==> config.mk <==
export PLATFORM = sky130hd
export DESIGN_NAME = alu_sequencer_flat
export DESIGN_NICKNAME = d
export VERILOG_FILES = /design/src/rtl/alu_sequencer_pkg.sv /design/src/rtl/alu_sequencer_if.sv /design/src/rtl/alu_sequencer_rsp_fifo.sv /design/src/rtl/alu_sequencer.sv /design/src/flat_wrapper.sv
export SDC_FILE = /design/constraint.sdc
export NUM_CORES = 1
export LEC_CHECK = 0
export CORE_UTILIZATION = 30
export CTS_CLUSTER_DIAMETER = 200
export DETAILED_ROUTE_END_ITERATION = 6
export PLACE_DENSITY = 0.63
export SYNTH_ARGS = -nofsm -noshare
export SYNTH_HDL_FRONTEND = slang
export SYNTH_HIERARCHICAL = 1
export SYNTH_SLANG_ARGS = --single-unit
==> constraint.sdc <==
create_clock -name clock -period 2.86 [get_ports clock]
set_input_delay 0.286 -clock clock [delete_from_list [all_inputs] [get_ports clock]]
set_output_delay 0.286 -clock clock [all_outputs]
set_load 0.1 [all_outputs]
==> src/rtl/alu_sequencer_pkg.sv <==
// Shared opcode constants, flag positions and the response entry layout.
// Latency: n/a (declarations only).
// Backpressure: n/a.
package alu_sequencer_pkg;

  localparam int DATA_W = 32;
  localparam int OPC_W  = 5;
  // The response struct carries the tag, so its width lives here.
  localparam int TAG_W  = 4;

  localparam logic [OPC_W-1:0] OP_ADD  = 5'd0;
  localparam logic [OPC_W-1:0] OP_SUB  = 5'd1;
  localparam logic [OPC_W-1:0] OP_AND  = 5'd2;
  localparam logic [OPC_W-1:0] OP_OR   = 5'd3;
  localparam logic [OPC_W-1:0] OP_SLL  = 5'd4;
  localparam logic [OPC_W-1:0] OP_SRA  = 5'd5;
  localparam logic [OPC_W-1:0] OP_LAST = 5'd5;

  // Bit positions inside the 3-bit flags field {overflow, isLessThan, isNotEqual}.
  localparam int FLAG_NE  = 0;
  localparam int FLAG_LT  = 1;
  localparam int FLAG_OVF = 2;

  typedef struct packed {
    logic [DATA_W-1:0] data;
    logic [2:0]        flags;
    logic              err;
    logic [TAG_W-1:0]  tag;
  } rsp_entry_t;

  function automatic logic op_is_legal(input logic [OPC_W-1:0] op);
    return op <= OP_LAST;
  endfunction

  // Only the arithmetic ops produce a meaningful overflow flag.
  function automatic logic op_has_ovf(input logic [OPC_W-1:0] op);
    return (op == OP_ADD) || (op == OP_SUB);
  endfunction

endpackage

==> src/rtl/alu_sequencer_if.sv <==
// Command, ALU-pin and response signals of the sequencer, bundled.
// Latency: n/a (wires only).
// Backpressure: cmd_ready / rsp_ready valid-ready handshakes.
interface alu_sequencer_if;
  import alu_sequencer_pkg::*;

  logic              cmd_valid;
  logic              cmd_ready;
  logic [OPC_W-1:0]  cmd_opcode;
  logic [4:0]        cmd_shamt;
  logic [DATA_W-1:0] cmd_a;
  logic [DATA_W-1:0] cmd_b;
  logic [TAG_W-1:0]  cmd_tag;

  logic [DATA_W-1:0] data_operandA;
  logic [DATA_W-1:0] data_operandB;
  logic [OPC_W-1:0]  ctrl_ALUopcode;
  logic [4:0]        ctrl_shiftamt;
  logic [DATA_W-1:0] data_result;
  logic              isNotEqual;
  logic              isLessThan;
  logic              overflow;

  logic              rsp_valid;
  logic              rsp_ready;
  logic [DATA_W-1:0] rsp_data;
  logic [2:0]        rsp_flags;
  logic              rsp_err;
  logic [TAG_W-1:0]  rsp_tag;

  // Sequencer side.
  modport slave (
    input  cmd_valid, cmd_opcode, cmd_shamt, cmd_a, cmd_b, cmd_tag,
    output cmd_ready,
    output data_operandA, data_operandB, ctrl_ALUopcode, ctrl_shiftamt,
    input  data_result, isNotEqual, isLessThan, overflow,
    output rsp_valid, rsp_data, rsp_flags, rsp_err, rsp_tag,
    input  rsp_ready
  );

  // Control logic plus ALU side.
  modport master (
    output cmd_valid, cmd_opcode, cmd_shamt, cmd_a, cmd_b, cmd_tag,
    input  cmd_ready,
    input  data_operandA, data_operandB, ctrl_ALUopcode, ctrl_shiftamt,
    output data_result, isNotEqual, isLessThan, overflow,
    input  rsp_valid, rsp_data, rsp_flags, rsp_err, rsp_tag,
    output rsp_ready
  );

endinterface

==> src/rtl/alu_sequencer_rsp_fifo.sv <==
// DEPTH x W synchronous FIFO with occupancy count.
// Latency: a push is visible at the head one cycle later when empty.
// Backpressure: pop on empty and push on full (without a pop) are ignored.
module rsp_fifo #(
  parameter int DEPTH = 4,
  parameter int W     = 8
) (
  input  logic                   clock,
  input  logic                   reset_n,
  input  logic                   push,
  input  logic [W-1:0]           wdat,
  input  logic                   pop,
  output logic [W-1:0]           rdat,
  output logic [$clog2(DEPTH):0] count
);

  localparam int PTR_W = $clog2(DEPTH);
  localparam int CNT_W = PTR_W + 1;
  localparam logic [CNT_W-1:0] FULL_C = CNT_W'(DEPTH);

  logic [W-1:0]     mem_q [DEPTH];
  logic [W-1:0]     mem_d [DEPTH];
  logic [PTR_W-1:0] wr_ptr_q, wr_ptr_d;
  logic [PTR_W-1:0] rd_ptr_q, rd_ptr_d;
  logic [CNT_W-1:0] count_q, count_d;
  logic             do_push, do_pop;

  // Next-state for storage, pointers and count; pointers wrap naturally (DEPTH is 2^n).
  always_comb begin
    mem_d    = mem_q;
    wr_ptr_d = wr_ptr_q;
    rd_ptr_d = rd_ptr_q;
    count_d  = count_q;
    do_pop   = pop && (count_q != '0);
    do_push  = push && ((count_q != FULL_C) || do_pop);
    if (do_push) begin
      mem_d[wr_ptr_q] = wdat;
      wr_ptr_d        = wr_ptr_q + 1'b1;
    end
    if (do_pop) begin
      rd_ptr_d = rd_ptr_q + 1'b1;
    end
    case ({do_push, do_pop})
      2'b10:   count_d = count_q + 1'b1;
      2'b01:   count_d = count_q - 1'b1;
      default: count_d = count_q;
    endcase
  end

  // State registers, cleared asynchronously.
  always_ff @(posedge clock or negedge reset_n) begin
    if (!reset_n) begin
      for (int i = 0; i < DEPTH; i++) mem_q[i] <= '0;
      wr_ptr_q <= '0;
      rd_ptr_q <= '0;
      count_q  <= '0;
    end else begin
      mem_q    <= mem_d;
      wr_ptr_q <= wr_ptr_d;
      rd_ptr_q <= rd_ptr_d;
      count_q  <= count_d;
    end
  end

  assign rdat  = mem_q[rd_ptr_q];
  assign count = count_q;

endmodule

==> src/rtl/alu_sequencer.sv <==
// Registers commands onto the ALU pins, captures results next cycle into a response FIFO.
// Latency: accept at edge N, capture at N+1, rsp_valid after N+1 when the FIFO was empty.
// Backpressure: credit-based cmd_ready guarantees a FIFO slot for every issued command.
module alu_sequencer
  import alu_sequencer_pkg::*;
#(
  parameter int DEPTH = 4
) (
  input  logic           clock,
  input  logic           reset_n,
  alu_sequencer_if.slave bus
);

  localparam int CNT_W = $clog2(DEPTH) + 1;
  localparam logic [CNT_W:0] DEPTH_C = (CNT_W + 1)'(DEPTH);

  logic [DATA_W-1:0] opa_q, opa_d;
  logic [DATA_W-1:0] opb_q, opb_d;
  logic [OPC_W-1:0]  opc_q, opc_d;
  logic [4:0]        shamt_q, shamt_d;
  logic [TAG_W-1:0]  tag_q, tag_d;
  logic              issue_v_q, issue_v_d;

  logic              cmd_ready;
  logic              accept;
  logic              rsp_valid;
  logic              pop;
  logic [CNT_W-1:0]  count;
  logic [CNT_W:0]    used;
  rsp_entry_t        cap_e;
  rsp_entry_t        head;

  assign rsp_valid = (count != '0);
  assign pop       = rsp_valid && bus.rsp_ready;
  assign used      = {1'b0, count} + (CNT_W + 1)'(issue_v_q);

  // Credit: a slot must exist for the command now in issue plus the new one. A pop
  // frees a slot early only when nothing is in issue (i.e. the FIFO itself is full).
  assign cmd_ready = reset_n && ((used < DEPTH_C) || (pop && !issue_v_q));
  assign accept    = bus.cmd_valid && cmd_ready;

  // Issue stage: ALU-side registers load on accept and otherwise hold.
  always_comb begin
    opa_d     = opa_q;
    opb_d     = opb_q;
    opc_d     = opc_q;
    shamt_d   = shamt_q;
    tag_d     = tag_q;
    issue_v_d = accept;
    if (accept) begin
      opa_d   = bus.cmd_a;
      opb_d   = bus.cmd_b;
      opc_d   = bus.cmd_opcode;
      shamt_d = bus.cmd_shamt;
      tag_d   = bus.cmd_tag;
    end
  end

  // Issue registers, cleared asynchronously so a reset drops the in-flight command.
  always_ff @(posedge clock or negedge reset_n) begin
    if (!reset_n) begin
      opa_q     <= '0;
      opb_q     <= '0;
      opc_q     <= '0;
      shamt_q   <= '0;
      tag_q     <= '0;
      issue_v_q <= 1'b0;
    end else begin
      opa_q     <= opa_d;
      opb_q     <= opb_d;
      opc_q     <= opc_d;
      shamt_q   <= shamt_d;
      tag_q     <= tag_d;
      issue_v_q <= issue_v_d;
    end
  end

  // Capture stage: mask ALU outputs for illegal ops and non-arithmetic overflow.
  always_comb begin
    cap_e     = '0;
    cap_e.tag = tag_q;
    if (!op_is_legal(opc_q)) begin
      cap_e.err = 1'b1;
    end else begin
      cap_e.data            = bus.data_result;
      cap_e.flags[FLAG_NE]  = bus.isNotEqual;
      cap_e.flags[FLAG_LT]  = bus.isLessThan;
      cap_e.flags[FLAG_OVF] = bus.overflow && op_has_ovf(opc_q);
    end
  end

  rsp_fifo #(
    .DEPTH (DEPTH),
    .W     ($bits(rsp_entry_t))
  ) u_rsp_fifo (
    .clock   (clock),
    .reset_n (reset_n),
    .push    (issue_v_q),
    .wdat    (cap_e),
    .pop     (pop),
    .rdat    (head),
    .count   (count)
  );

  assign bus.cmd_ready      = cmd_ready;
  assign bus.data_operandA  = opa_q;
  assign bus.data_operandB  = opb_q;
  assign bus.ctrl_ALUopcode = opc_q;
  assign bus.ctrl_shiftamt  = shamt_q;

  // Response outputs read zero whenever the FIFO is empty.
  assign bus.rsp_valid = rsp_valid;
  assign bus.rsp_data  = rsp_valid ? head.data  : '0;
  assign bus.rsp_flags = rsp_valid ? head.flags : '0;
  assign bus.rsp_err   = rsp_valid ? head.err   : 1'b0;
  assign bus.rsp_tag   = rsp_valid ? head.tag   : '0;

endmodule

==> src/flat_wrapper.sv <==
// flat-port wrapper written by rule: the top's interface ports become plain ports
module alu_sequencer_flat import alu_sequencer_pkg::*;
#(
  parameter int DEPTH = 4
)
  (clock, reset_n, bus_cmd_valid, bus_cmd_opcode, bus_cmd_shamt, bus_cmd_a, bus_cmd_b, bus_cmd_tag, bus_cmd_ready, bus_data_operandA, bus_data_operandB, bus_ctrl_ALUopcode, bus_ctrl_shiftamt, bus_data_result, bus_isNotEqual, bus_isLessThan, bus_overflow, bus_rsp_valid, bus_rsp_data, bus_rsp_flags, bus_rsp_err, bus_rsp_tag, bus_rsp_ready);
  alu_sequencer_if bus_i ();
  input  logic clock;
  input  logic reset_n;
  input wire logic [$bits(bus_i.cmd_valid)-1:0] bus_cmd_valid;
  input wire logic [$bits(bus_i.cmd_opcode)-1:0] bus_cmd_opcode;
  input wire logic [$bits(bus_i.cmd_shamt)-1:0] bus_cmd_shamt;
  input wire logic [$bits(bus_i.cmd_a)-1:0] bus_cmd_a;
  input wire logic [$bits(bus_i.cmd_b)-1:0] bus_cmd_b;
  input wire logic [$bits(bus_i.cmd_tag)-1:0] bus_cmd_tag;
  output wire logic [$bits(bus_i.cmd_ready)-1:0] bus_cmd_ready;
  output wire logic [$bits(bus_i.data_operandA)-1:0] bus_data_operandA;
  output wire logic [$bits(bus_i.data_operandB)-1:0] bus_data_operandB;
  output wire logic [$bits(bus_i.ctrl_ALUopcode)-1:0] bus_ctrl_ALUopcode;
  output wire logic [$bits(bus_i.ctrl_shiftamt)-1:0] bus_ctrl_shiftamt;
  input wire logic [$bits(bus_i.data_result)-1:0] bus_data_result;
  input wire logic [$bits(bus_i.isNotEqual)-1:0] bus_isNotEqual;
  input wire logic [$bits(bus_i.isLessThan)-1:0] bus_isLessThan;
  input wire logic [$bits(bus_i.overflow)-1:0] bus_overflow;
  output wire logic [$bits(bus_i.rsp_valid)-1:0] bus_rsp_valid;
  output wire logic [$bits(bus_i.rsp_data)-1:0] bus_rsp_data;
  output wire logic [$bits(bus_i.rsp_flags)-1:0] bus_rsp_flags;
  output wire logic [$bits(bus_i.rsp_err)-1:0] bus_rsp_err;
  output wire logic [$bits(bus_i.rsp_tag)-1:0] bus_rsp_tag;
  input wire logic [$bits(bus_i.rsp_ready)-1:0] bus_rsp_ready;
  assign bus_i.cmd_valid = bus_cmd_valid;
  assign bus_i.cmd_opcode = bus_cmd_opcode;
  assign bus_i.cmd_shamt = bus_cmd_shamt;
  assign bus_i.cmd_a = bus_cmd_a;
  assign bus_i.cmd_b = bus_cmd_b;
  assign bus_i.cmd_tag = bus_cmd_tag;
  assign bus_cmd_ready = bus_i.cmd_ready;
  assign bus_data_operandA = bus_i.data_operandA;
  assign bus_data_operandB = bus_i.data_operandB;
  assign bus_ctrl_ALUopcode = bus_i.ctrl_ALUopcode;
  assign bus_ctrl_shiftamt = bus_i.ctrl_shiftamt;
  assign bus_i.data_result = bus_data_result;
  assign bus_i.isNotEqual = bus_isNotEqual;
  assign bus_i.isLessThan = bus_isLessThan;
  assign bus_i.overflow = bus_overflow;
  assign bus_rsp_valid = bus_i.rsp_valid;
  assign bus_rsp_data = bus_i.rsp_data;
  assign bus_rsp_flags = bus_i.rsp_flags;
  assign bus_rsp_err = bus_i.rsp_err;
  assign bus_rsp_tag = bus_i.rsp_tag;
  assign bus_i.rsp_ready = bus_rsp_ready;
  alu_sequencer #(.DEPTH(DEPTH)) u_core (.clock(clock), .reset_n(reset_n), .bus(bus_i));
endmodule
Word-level counts from Yosys, hierarchy flattened
Cells that the tools add are included.
- bitwise operators: 2
- $add $sub $neg: 5
- muxes and demuxes: 13
- order comparisons: 5
- divide/modulo/power cells: 0
- $mul: 0
- eq/ne operators: 4
- reductions and logical operators: 15
- shifts and indexed selects: 0
- operators with widths (cell ; count):
    bitwise mux 160 bit ; 1
    2-to-1 mux 40 bit ; 3
    binary-select mux 40 bit (select 2 bit) ; 1
    demux 40 bit (select 2 bit) ; 1
    2-to-1 mux 35 bit ; 1
    2-to-1 mux 32 bit ; 1
    logical AND 1 bit ; 8
    greater-or-equal comparator 3 bit, second input constant ; 2
    NOT 2 -> 3 bit ; 2
    one-hot mux 3 bit (2 select lines) ; 1
    equality test 5 x 1 -> 1 bit, second input constant ; 1
    <= comparator 5 x 3 -> 1 bit, second input constant ; 1
    logical NOT 5 bit ; 1
    adder 2 x 1 -> 2 bit, second input constant ; 2
    adder 3 x 1 -> 4 bit ; 1
    less-than comparator 4 x 3 -> 1 bit, second input constant ; 1
    2-to-1 mux 4 bit ; 1
    adder 3 x 1 -> 3 bit, second input constant ; 1
    logical OR 1 bit ; 3
    less-than comparator 3 x 1 -> 1 bit, second input constant ; 1
    2-to-1 mux 3 bit ; 1
    inequality test 3 bit, second input constant ; 1
    nonzero test 3 bit ; 1
    subtractor 3 x 1 -> 3 bit, second input constant ; 1
    other kinds (5) ; 6
- bits in latches: 0
- flip-flop bits (word level): 246
- word-level logic and storage cells: 57
- bits in writable memories: 0
- input bits: 117
- output and inout port bits: 116
- bits in read-only memories: 0
- memories kept: 0

Logic depth before layout (Yosys ltp)
Gate-level depths: netlist (run 1).
- depth in word-level cells: 7
- depth in mapped cells: 11
- gate-level depth less buffers: 10

Hierarchy
The synthesis (run 1) kept the hierarchy.
- modules (own cells, without submodules) (module ; cells each ; sequential area each (sq um) ; times used ; area each (sq um)):
    rsp_fifo ; 425 ; 4179.0 ; 1 ; 7357.1
    alu_sequencer ; 259 ; 1976.9 ; 1 ; 3512.1

Least setup slack after synthesis (run 1)
Ideal clock, no wire load.
- path kind: reg-to-reg
- start point: register u_core.u_rsp_fifo.count_q[0], in the netlist u_core/u_rsp_fifo/count[0]
- end point: register u_core.u_rsp_fifo.count_q[2], in the netlist u_core/u_rsp_fifo/count[2]
- data arrival time: 2758 ps
- setup slack: 23 ps
- data required time: 2781 ps
- path buffers: 1
- stages on the path, launching flop included: 12
- setup time: 79 ps
- clock period less this slack: 2837 ps
- path through: dfrtp_1 > nor3_1 > clkbuf_1 > nor2b_1 > nor4b_4 > nand2b_1 > ha_1 > inv_1 > fa_1 > xor2_1 > nor2_1 > xor2_1
- cells in the longest elaborated chain, start to end: 7
- elaborated cells between the ends (all ways): 12
- those cells by class: add/sub: 2; eq/ne: 3; mux: 1; reduce/logical: 6
- ends and longest elaborated chain (what ; line ; source):
    from (decl) ; alu_sequencer_rsp_fifo.sv:25 ; logic [CNT_W-1:0] count_q, count_d;
    from (signal assigned) ; alu_sequencer_rsp_fifo.sv:61 ; count_q <= count_d;
    nonzero test 3 bit (*) ; alu_sequencer.sv:33 ; assign rsp_valid = (count != '0);
    logical AND 1 bit (*) ; alu_sequencer.sv:34 ; assign pop = rsp_valid && bus.rsp_ready;
    net u_core.pop ; alu_sequencer.sv:27 ; logic pop;
    logical AND 1 bit (*) ; alu_sequencer_rsp_fifo.sv:34 ; do_pop = pop && (count_q != '0);
    logical OR 1 bit ; alu_sequencer_rsp_fifo.sv:35 ; do_push = push && ((count_q != FULL_C) || do_pop);
    logical AND 1 bit ; alu_sequencer_rsp_fifo.sv:35 ;
    equality test 2 x 1 -> 1 bit / equality test 2 bit (equally long branches) ; alu_sequencer_rsp_fifo.sv:43 ; case ({do_push, do_pop})
    one-hot mux 3 bit (2 select lines) / nonzero test 2 bit (equally long branches) ; n/a ;
The timed path passes the listed nets; every way through them passes the cells marked *.
A chain may end at the register's enable or synchronous reset.

==> summary.txt, run 1 <==
Synthesis
  • Top FF cell, synth: dfrtp_1
  • Post-synth EDFFs: 0
  • Synth cell types: 27
  • Post-synth ARST share: 100%
  • Seq cells post-synth: 246
  • Ys Warns: 6
  • Mapped Area: 0.0109 mm^2
  • Sequential element share of the synthesized area: 56.6%
  • Cell count after synthesis: 684
  • Syn avg cell area: 15.9 um^2
  • Syn Nets: 807

Final layout
  • Antenna Cells: 0
  • Fin nets: 1050
  • Area growth syn-to-layout: 37.3%
  • Layout cells sized above 1: 50.0%
  • Filler instances: 3312
  • Fin cells: 1409

Floorplan
  • Die span in x: 192 um
  • Ports: 233
  • Die area: 0.0370 mm^2
  • Initial Util: 30.6%
  • Die Span Y: 192 um
  • Core area: 0.0356 mm^2
  • FP Rows: 69

Routing
  • Starting DRT DRC Count: 181
  • Vias per cell: 4.59
  • DRC Markers: 0
  • Detailed Routing Iterations Pass 1: 4
  • Wire length per cell: 18.2 um
  • Final antenna-violating net count: 0
  • Via count of the routed design: 6461
  • Final WL: 25600 um

Global routing
  • GRT overflow: 0
  • Met2 GRT Util: 23.7%
  • Layer with the highest usage: met2
  • Met1 Track Usage GR: 17.5%
  • Largest net degree at the start of global routing: 137
  • First-pass GRT wire length: 40700 um
  • Vias in the first global route: 7276
  • GRT Util Overall: 14.2%
  • Initial antenna violation count: 0
  • M3 GR Usage: 4.35%

Worst setup path
  • Crit Path Max Fanout: 15
  • End of the worst register-to-register path: u_core/u_rsp_fifo/count[2]
  • FF-to-FF setup slack: 0.49 ns
  • Critical path startpoint category: register
  • R2R Path Start: u_core/u_rsp_fifo/count[0]
  • Crit path kind: reg -> out
  • Arrival @ worst endpoint: 2.33 ns
  • Setup crit end kind: output port
  • Worst r2r path cells: 10
  • Worst EP required: 2.57 ns

Timing
  • Final setup violation count: 0
  • Setup TNS: 0 ns
  • Final worst path period need: 2.61 ns
  • RSZ-0062 raised after global routing: false
  • Slew at the pin closest to its max-slew limit: 0.805 ns
  • Final slew viol count: 0
  • Worst Skew: 0.0101 ns
  • Fmax: 383 MHz
  • Period utilisation layout: 91.4%
  • Fin Hold WS: 0.366 ns
  • Slew HR: 46.3%
  • Fin. Hold Viols: 0

Clocking
  • CTS Buf Count: 29
  • CTS tree: built
  • Worst-Skew Late Latency: 0.53 ns
  • Root Driver: clkbuf_16
  • Resized cells post-CTS: 0
  • H-tree depth: 1
  • Clock Path Buffers: 3
  • CTS Sinks: 246
  • Worst-path clk slew: 0.06 ns

Placement
  • Placed cell count: 1356
  • Post-DP HPWL: 16900 um
  • GP Congestion: 0.742
  • PortBufs: 232

Min path
  • WHS Endpoint: u_core/bus.data_operandB[23]
  • Min-delay worst type: in -> reg
  • Worst hold stages: 2
  • Hold path start: bus_cmd_b[23]

Job
  • Max-cap violation count: 0

Run status
  • Outcome: complete, no violations
-- worst max-delay path, cell delays in order (launching register included) --
cell	delay, ns
dfrtp_4	0.63
buf_12	0.24
mux4_2	0.53
nor2b_1	0.18
buf_12	0.21
-- final cells by class --
class,count,area (um^2),share of cell area [%]
clock buffer,40,827,5.54
clock inverter,12,100,0.671
inverter,8,30.0,0.201
multi-input combinational,389,4440,29.7
sequential,246,6160,41.3
tap,461,577,3.86
timing repair buffer,253,2800,18.7
-- metrics by stage --
step | utilization (%) | setup WS (ns) | cell area (um^2)
floorplan | - | 0.0230 | 10900
global placement | 39.3 | 0.412 | 14000
detailed placement | 39.3 | 0.397 | 14000
CTS | 42.0 | 0.161 | 14900
global route | 42.0 | 0.113 | 14900
finish | 42.0 | 0.247 | 14900
-- layer usage --
layer | vias up | part of all wire, % | wire length (um)
met5 | - | 0 | 0
met4 | 0 | 2.8 | 705
met3 | 41 | 8.0 | 2050
met2 | 218 | 48 | 12300
met1 | 3286 | 41 | 10600
li1 | 2916 | - | -
-- timing repair --
| item | in CTS | in global routing |
|---|---|---|
| setup buffers | 0 | 0 |
| hold endpoints to repair | 46 | 0 |
| hold buffers | 1 | 0 |
-- synth_stat cells (3+ instances only) --
cell type | number | area share (%)
inv_1 | 8 | 0.28
and2_1 | 36 | 2.1
mux2_2 | 230 | 24
mux4_2 | 40 | 8.3
buf_1 | 4 | 0.14
xor2_1 | 3 | 0.24
mux2_4 | 9 | 1.2
ha_1 | 5 | 0.58
nand2_1 | 5 | 0.17
buf_2 | 11 | 0.51
nor2_1 | 5 | 0.17
dfrtp_1 | 246 | 57
clkbuf_1 | 8 | 0.28
xnor2_1 | 3 | 0.24
buf_6 | 18 | 1.9
nor2b_1 | 42 | 2.4
-- flip-flops by register name (all words and copies together) (netlist names) --
signal	cells
u_core/u_rsp_fifo/mem_q	160
u_core/bus.data_operandA	32
u_core/bus.data_operandB	32
u_core/bus.ctrl_ALUopcode	5
u_core/bus.ctrl_shiftamt	5
u_core/tag_q	4
u_core/u_rsp_fifo/count	3
u_core/u_rsp_fifo/rd_ptr_q	2
u_core/u_rsp_fifo/wr_ptr_q	2
u_core/issue_v_q	1
-- worst max path at each step --
| stage | start | end | slack, ns | depth (start not counted) |
|---|---|---|---|---|
| CTS | u_core/u_rsp_fifo/rd_ptr_q[0] | bus_rsp_flags[0] | 0.16 | 4 |
| floorplan | u_core/u_rsp_fifo/count[0] | u_core/u_rsp_fifo/count[2] | 0.02 | 11 |
| global route | u_core/u_rsp_fifo/rd_ptr_q[0] | bus_rsp_data[21] | 0.11 | 4 |
| global placement | bus_rsp_ready | u_core/u_rsp_fifo/count[2] | 0.41 | 10 |
| detailed placement | bus_rsp_ready | u_core/u_rsp_fifo/count[2] | 0.40 | 10 |
| finish | u_core/u_rsp_fifo/rd_ptr_q[0] | bus_rsp_flags[0] | 0.25 | 4 |
-- kinds of logic after synthesis --
family / Yosys count / share of synthesized area (%)
adders and majority gates: 6 / 0.760
muxes: 280 / 33.5
buffers and inverters: 49 / 3.06
DFF: 246 / 56.6
xor gates and xnor gates: 6 / 0.484
AOI/OAI and AO/OA: 4 / 0.299
and+or+nand+nor: 93 / 5.31
-- layout by cell type, fill, tap and decap left out, types with 2 or more instances in the layout --
cell type        count
dfrtp_1            244
mux4_2              40
nand2_1              5
inv_1                8
buf_12              48
mux2_2             230
ha_1                 5
clkbuf_8             6
clkdlybuf4s50_1    115
clkinv_4             2
nor2_4               4
clkbuf_16           29
clkbuf_1             5
xnor2_1              3
clkinv_2             6
nor2b_1             42
and2_1              36
buf_4               88
xor2_1               3
mux2_4               9
clkinvlp_4           3
Power of run 1 is not shown: default switching activity piles up to over one toggle a cycle in this logic, so the estimate is an artifact.
==> run 2: changes to the inputs <==
- CTS_CLUSTER_DIAMETER: 200 -> unset
- DONT_BUFFER_PORTS: unset -> 1
- PLACE_DENSITY: 0.63 -> 0.54
- REMOVE_ABC_BUFFERS: unset -> 1
==> summary.txt, run 2 (synthesis gave the netlist of run 1 again) <==
Run status
  • Outcome: finished with violations
  • Failing checks: hold timing

Timing
  • Worst Skew: 0.0114 ns (+0.00129 ns)
  • Period utilisation layout: 91.8% (+0.48 points)
  • Final setup violation count: 0 (unchanged)
  • Fin Hold WS: -0.560 ns (-0.926 ns)
  • Slew HR: 33.2% (-13 points)
  • Fin. Hold Viols: 246 (+246)
  • Slew at the pin closest to its max-slew limit: 1.00 ns (+0.197 ns)
  • RSZ-0062 raised after global routing: false
  • Final slew viol count: 0 (unchanged)
  • Fmax: 381 MHz (-0.52%)
  • Final worst path period need: 2.63 ns (+0.0136 ns)

Clocking
  • Cts hold-fix bufs: 78 (+77)
  • Clock Path Buffers: 3 (unchanged)
  • Resized cells post-CTS: 0 (unchanged)
  • H-tree depth: 1 (unchanged)
  • Worst-Skew Late Latency: 0.55 ns (+0.02 ns)
  • CTS Sinks: 246 (unchanged)
  • CTS Buf Count: 28 (-3.4%)
  • Worst-path clk slew: 0.06 ns (about the same)
  • CTS tree: built
  • Root Driver: clkbuf_16

Worst setup path
  • Arrival @ worst endpoint: 2.34 ns (about the same)
  • Critical Path Start: u_core/u_rsp_fifo/count[0]
  • Crit Path Max Fanout: 41 (+26)
  • R2R Path Start: u_core/u_rsp_fifo/count[0]
  • Crit path kind: reg -> out
  • Worst EP required: 2.57 ns (about the same)
  • Critical path startpoint category: register
  • Setup crit end kind: output port

Floorplan
  • Die span in x: 192 um (unchanged)
  • Initial Util: 30.6% (unchanged)
  • Die area: 0.0370 mm^2 (unchanged)
  • Die Span Y: 192 um (unchanged)
  • Core area: 0.0356 mm^2 (unchanged)
  • FP Rows: 69 (unchanged)
  • Ports: 233 (unchanged)

Routing
  • Final WL: 25200 um (-1.6%)
  • Detailed Routing Iterations Pass 1: 4 (unchanged)
  • Starting DRT DRC Count: 177 (-2.2%)
  • Wire length per cell: 19.4 um (+6.7%)
  • Final antenna-violating net count: 0 (unchanged)
  • Via count of the routed design: 6015 (-6.9%)
  • Vias per cell: 4.63 (+0.90%)
  • DRC Markers: 0 (unchanged)

Final layout
  • Area growth syn-to-layout: 25.1%
  • Max FFs per register: 160 (unchanged)
  • Layout cells sized above 1: 52.6% (+2.6 points)
  • Most flop-heavy register: u_core/u_rsp_fifo/mem_q
  • Post-route core utilization: 38.2% (-3.7 points)
  • Fin nets: 942 (-10%)
  • Design area: 0.0136 mm^2 (-8.9%)
  • Commonest non-fill, non-tap cell in the layout: dfrtp_1
  • Most frequent cells in the layout: dfrtp_1, mux2_2, dlygate4sd3_1
  • Antenna Cells: 0 (unchanged)

Global routing
  • Vias in the first global route: 6727 (-7.5%)
  • GRT overflow: 0 (unchanged)
  • M3 GR Usage: 3.86% (-0.49 points)
  • GRT Util Overall: 13.8% (-0.37 points)
  • Largest net degree at the start of global routing: 249 (+82%)
  • Met1 Track Usage GR: 17.8% (+0.29 points)
  • First-pass GRT wire length: 39400 um (-3.2%)
  • Initial antenna violation count: 3 (+3)
  • Met2 GRT Util: 22.9% (-0.80 points)
  • Layer with the highest usage: met2

Placement
  • PortBufs: 0 (-100%)
  • GP Congestion: 0.716 (-3.6%)
  • Post-DP HPWL: 15000 um (-11%)
  • DP Area: 0.0118 mm^2 (-15%)

Job
  • Max-cap violation count: 0 (unchanged)

Min path
  • Min-delay worst type: in -> async
==> run 2: cell count changes in the layout (fill, tap and decap cells not counted), sizes merged <==
cell           delta
buf              -69
bufinv            -1
clkbuf            +6
clkdlybuf4s50   -115
clkinv            -5
clkinvlp          -2
dlygate4sd3      +77
==> run 2: final cells by class <==
type,count,area [um^2]
fill,3352,22000
sequential,246,6160
multi-input combinational,389,4540
timing repair buffer,146,1380
clock buffer,46,878
tap,461,577
clock inverter,4,33.8
inverter,8,30.0
==> run 2: repair_timing <==
action                                 4_1_cts  5_1_grt
setup endpoints to repair                    0       20
endpoints found under the hold margin      324      246
setup buffers                                0        7
==> run 2: layer usage <==
metal | part of all wire (%) | vias up
met4 | 1.9 | 0
met3 | 7.2 | 41
met1 | 42 | 3049
met2 | 48 | 218
met5 | 0 | -
li1 | - | 2707
==> run 2: worst paths after layout <==
check	cells after the start	slack [ns]	endpoint
min in group clock	2	0.07	u_core/u_rsp_fifo/mem_q[131]
setup reg to reg	10	0.49	u_core/u_rsp_fifo/count[2]
hold / removal	0	-0.56	u_core/u_rsp_fifo/mem_q[128]
setup / recovery	4	0.23	bus_rsp_data[12]
max in group asynchronous	0	2.87	u_core/bus.data_operandB[21]
hold reg to reg	1	0.50	u_core/u_rsp_fifo/mem_q[0]
==> run 2: through the flow <==
stage / setup slack [ns] / instances / TNS, ns
after floorplan: -1.69 / 643 / -299.71
after global placement: 0.547 / 1165 / 0
after detailed placement: 0.506 / 1165 / 0
after CTS: 0.0281 / 1293 / 0
after global routing: 0.0598 / 1300 / 0
final: 0.233 / 1300 / 0
==> run 2: worst max-delay path: stages (launching register included) <==
cell and delay [ns]:
dfrtp_1 0.48, nor3_2 0.23, buf_4 0.68, nor2b_2 0.10
buf_4 0.27
Power of run 2 is left out for the same reason.
==> run 3: changes to the inputs <==
- CORE_ASPECT_RATIO: unset -> 1.5
- CORE_UTILIZATION: 30 -> 45
- PLACE_DENSITY: 0.54 -> 0.71
==> summary.txt, run 3 (synthesis gave the netlist of run 1 again) <==
Routing
  • Wire length per cell: 20.9 um (+7.5%)
  • Met2 Wirelength: 12600 um (+3.5%)
  • Starting DRT DRC Count: 219 (+24%)
  • Vias per cell: 5.30 (+15%)
  • Detailed Routing Iterations Pass 1: 4 (unchanged)
  • Post-Route M1 WL: 9060 um (-16%)
  • Final antenna-violating net count: 0 (unchanged)
  • DRC Markers: 0 (unchanged)
  • Met3 wire length: 1550 um (-15%)
  • Top layer in use: met4
  • Via count of the routed design: 6059 (+0.73%)
  • Final WL: 23900 um (-5.5%)

Final layout
  • Most flop-heavy register: u_core/u_rsp_fifo/mem_q
  • Post-route core utilization: 55.8% (+18 points)
  • Area growth syn-to-layout: 21.8%
  • Most frequent cells in the layout: dfrtp_1, mux2_2, dlygate4sd3_1
  • Fin nets: 929 (-1.4%)
  • Filler instances: 1863 (-44%)
  • Fin cells: 1143 (-12%)
  • Layout cells sized above 1: 52.1% (-0.44 points)
  • Commonest non-fill, non-tap cell in the layout: dfrtp_1
  • Max FFs per register: 160 (unchanged)

Worst setup path
  • Arrival @ worst endpoint: 2.39 ns (+0.05 ns)
  • Crit Path Max Fanout: 20 (-51%)
  • Worst r2r path cells: 10 (unchanged)
  • End of the worst register-to-register path: u_core/u_rsp_fifo/count[2]
  • Critical path startpoint category: register
  • Critical Path Start: u_core/u_rsp_fifo/rd_ptr_q[0]
  • Crit path kind: reg -> out
  • Setup crit end kind: output port
  • FF-to-FF setup slack: 0.39 ns (-0.10 ns)
  • Worst EP required: 2.57 ns (about the same)
  • R2R Path Start: u_core/u_rsp_fifo/count[0]

Global routing
  • GRT overflow: 0 (unchanged)
  • Vias in the first global route: 7043 (+4.7%)
  • Initial antenna violation count: 4 (+1)
  • GRT Util Overall: 20.5% (+6.6 points)
  • Largest net degree at the start of global routing: 249 (unchanged)
  • First-pass GRT wire length: 39000 um (-0.91%)

Floorplan
  • FP Rows: 69 (unchanged)
  • Initial Util: 45.8% (+15 points)
  • Core area: 0.0237 mm^2 (-33%)
  • Die Span Y: 192 um (unchanged)
  • Ports: 233 (unchanged)
  • Die span in x: 129 um (-33%)
  • Die area: 0.0248 mm^2 (-33%)

Min path
  • Min-delay worst type: in -> async

Timing
  • Final worst path period need: 2.68 ns (+0.0539 ns)
  • Period utilisation layout: 93.7% (+1.9 points)
  • Final slew viol count: 0 (unchanged)
  • Fin. Hold Viols: 246 (unchanged)
  • RSZ-0062 raised after global routing: false
  • Final setup violation count: 0 (unchanged)
  • Worst Skew: 0.0132 ns (+0.00182 ns)
  • Fmax: 373 MHz (-2.0%)
  • Fin Hold WS: -0.534 ns (+0.0258 ns)
  • Slew at the pin closest to its max-slew limit: 1.05 ns (+0.0496 ns)
  • Slew HR: 29.9% (-3.3 points)

Placement
  • Post-DP HPWL: 14500 um (-3.0%)
  • GP Congestion: 0.798 (+11%)
  • PortBufs: 0 (unchanged)
  • Placed cell count: 1020 (-12%)

Run status
  • Failing checks: hold timing
  • Outcome: finished with violations

Clocking
  • Root Driver: clkbuf_16
  • Worst-path clk slew: 0.06 ns (about the same)
  • CTS tree: built
  • CTS Sinks: 246 (unchanged)
  • Worst-Skew Late Latency: 0.51 ns (-0.04 ns)
  • Clock Path Buffers: 3 (unchanged)
  • CTS Buf Count: 25 (-11%)
  • H-tree depth: 1 (unchanged)
  • Cts hold-fix bufs: 78 (unchanged)

Job
  • Max-cap violation count: 0 (unchanged)
-- run 3: worst max path at each step --
stage	slack (ns)	endpoint	cells after the start
finish	0.18	bus_rsp_data[20]	4
global route	0.04	bus_rsp_data[20]	4
CTS	0.10	bus_rsp_data[20]	4
detailed placement	0.41	u_core/u_rsp_fifo/count[2]	10
global placement	0.53	u_core/u_rsp_fifo/count[2]	10
floorplan	-1.69	u_core/u_rsp_fifo/count[2]	10
-- run 3: repair_timing --
item                      4_1_cts  5_1_grt
buffers inserted                0        0
hold endpoints to repair      324      246
gates resized for setup         0        0
-- run 3: metal layers --
metal  vias up  global-route usage, %
met5         -                      0
met4         0                   6.20
met3        44                   4.69
met2       206                   36.9
met1      3128                   24.0
li1       2681                      -
-- run 3: final cells by class --
| type | count | area [um^2] | share of cell area [%] |
|---|---|---|---|
| Sequential cell | 246 | 6160 | 46.5 |
| Multi-Input combinational cell | 389 | 4540 | 34.3 |
| Clock buffer | 31 | 678 | 5.12 |
| Inverter | 8 | 30.0 | 0.227 |
| Timing Repair Buffer | 136 | 1280 | 9.66 |
| Clock inverter | 13 | 153 | 1.15 |
| Tap cell | 319 | 399 | 3.02 |
| Antenna cell | 1 | 2.50 | 0.0189 |
-- run 3: stage by stage --
stage	setup WS, ns	cell area, um^2	TNS (ns)
global route	0.0397	13200	0
finish	0.180	13200	0
CTS	0.103	13200	0
global placement	0.530	11600	0
floorplan	-1.69	10600	-299.71
detailed placement	0.407	11600	0
-- run 3: worst max-delay path: stages (launching register included) --
cell	delay [ns]
dfrtp_4	0.66
buf_12	0.26
mux4_2	0.52
nor2b_2	0.18
buf_4	0.27
Power of run 3 is left out for the same reason.
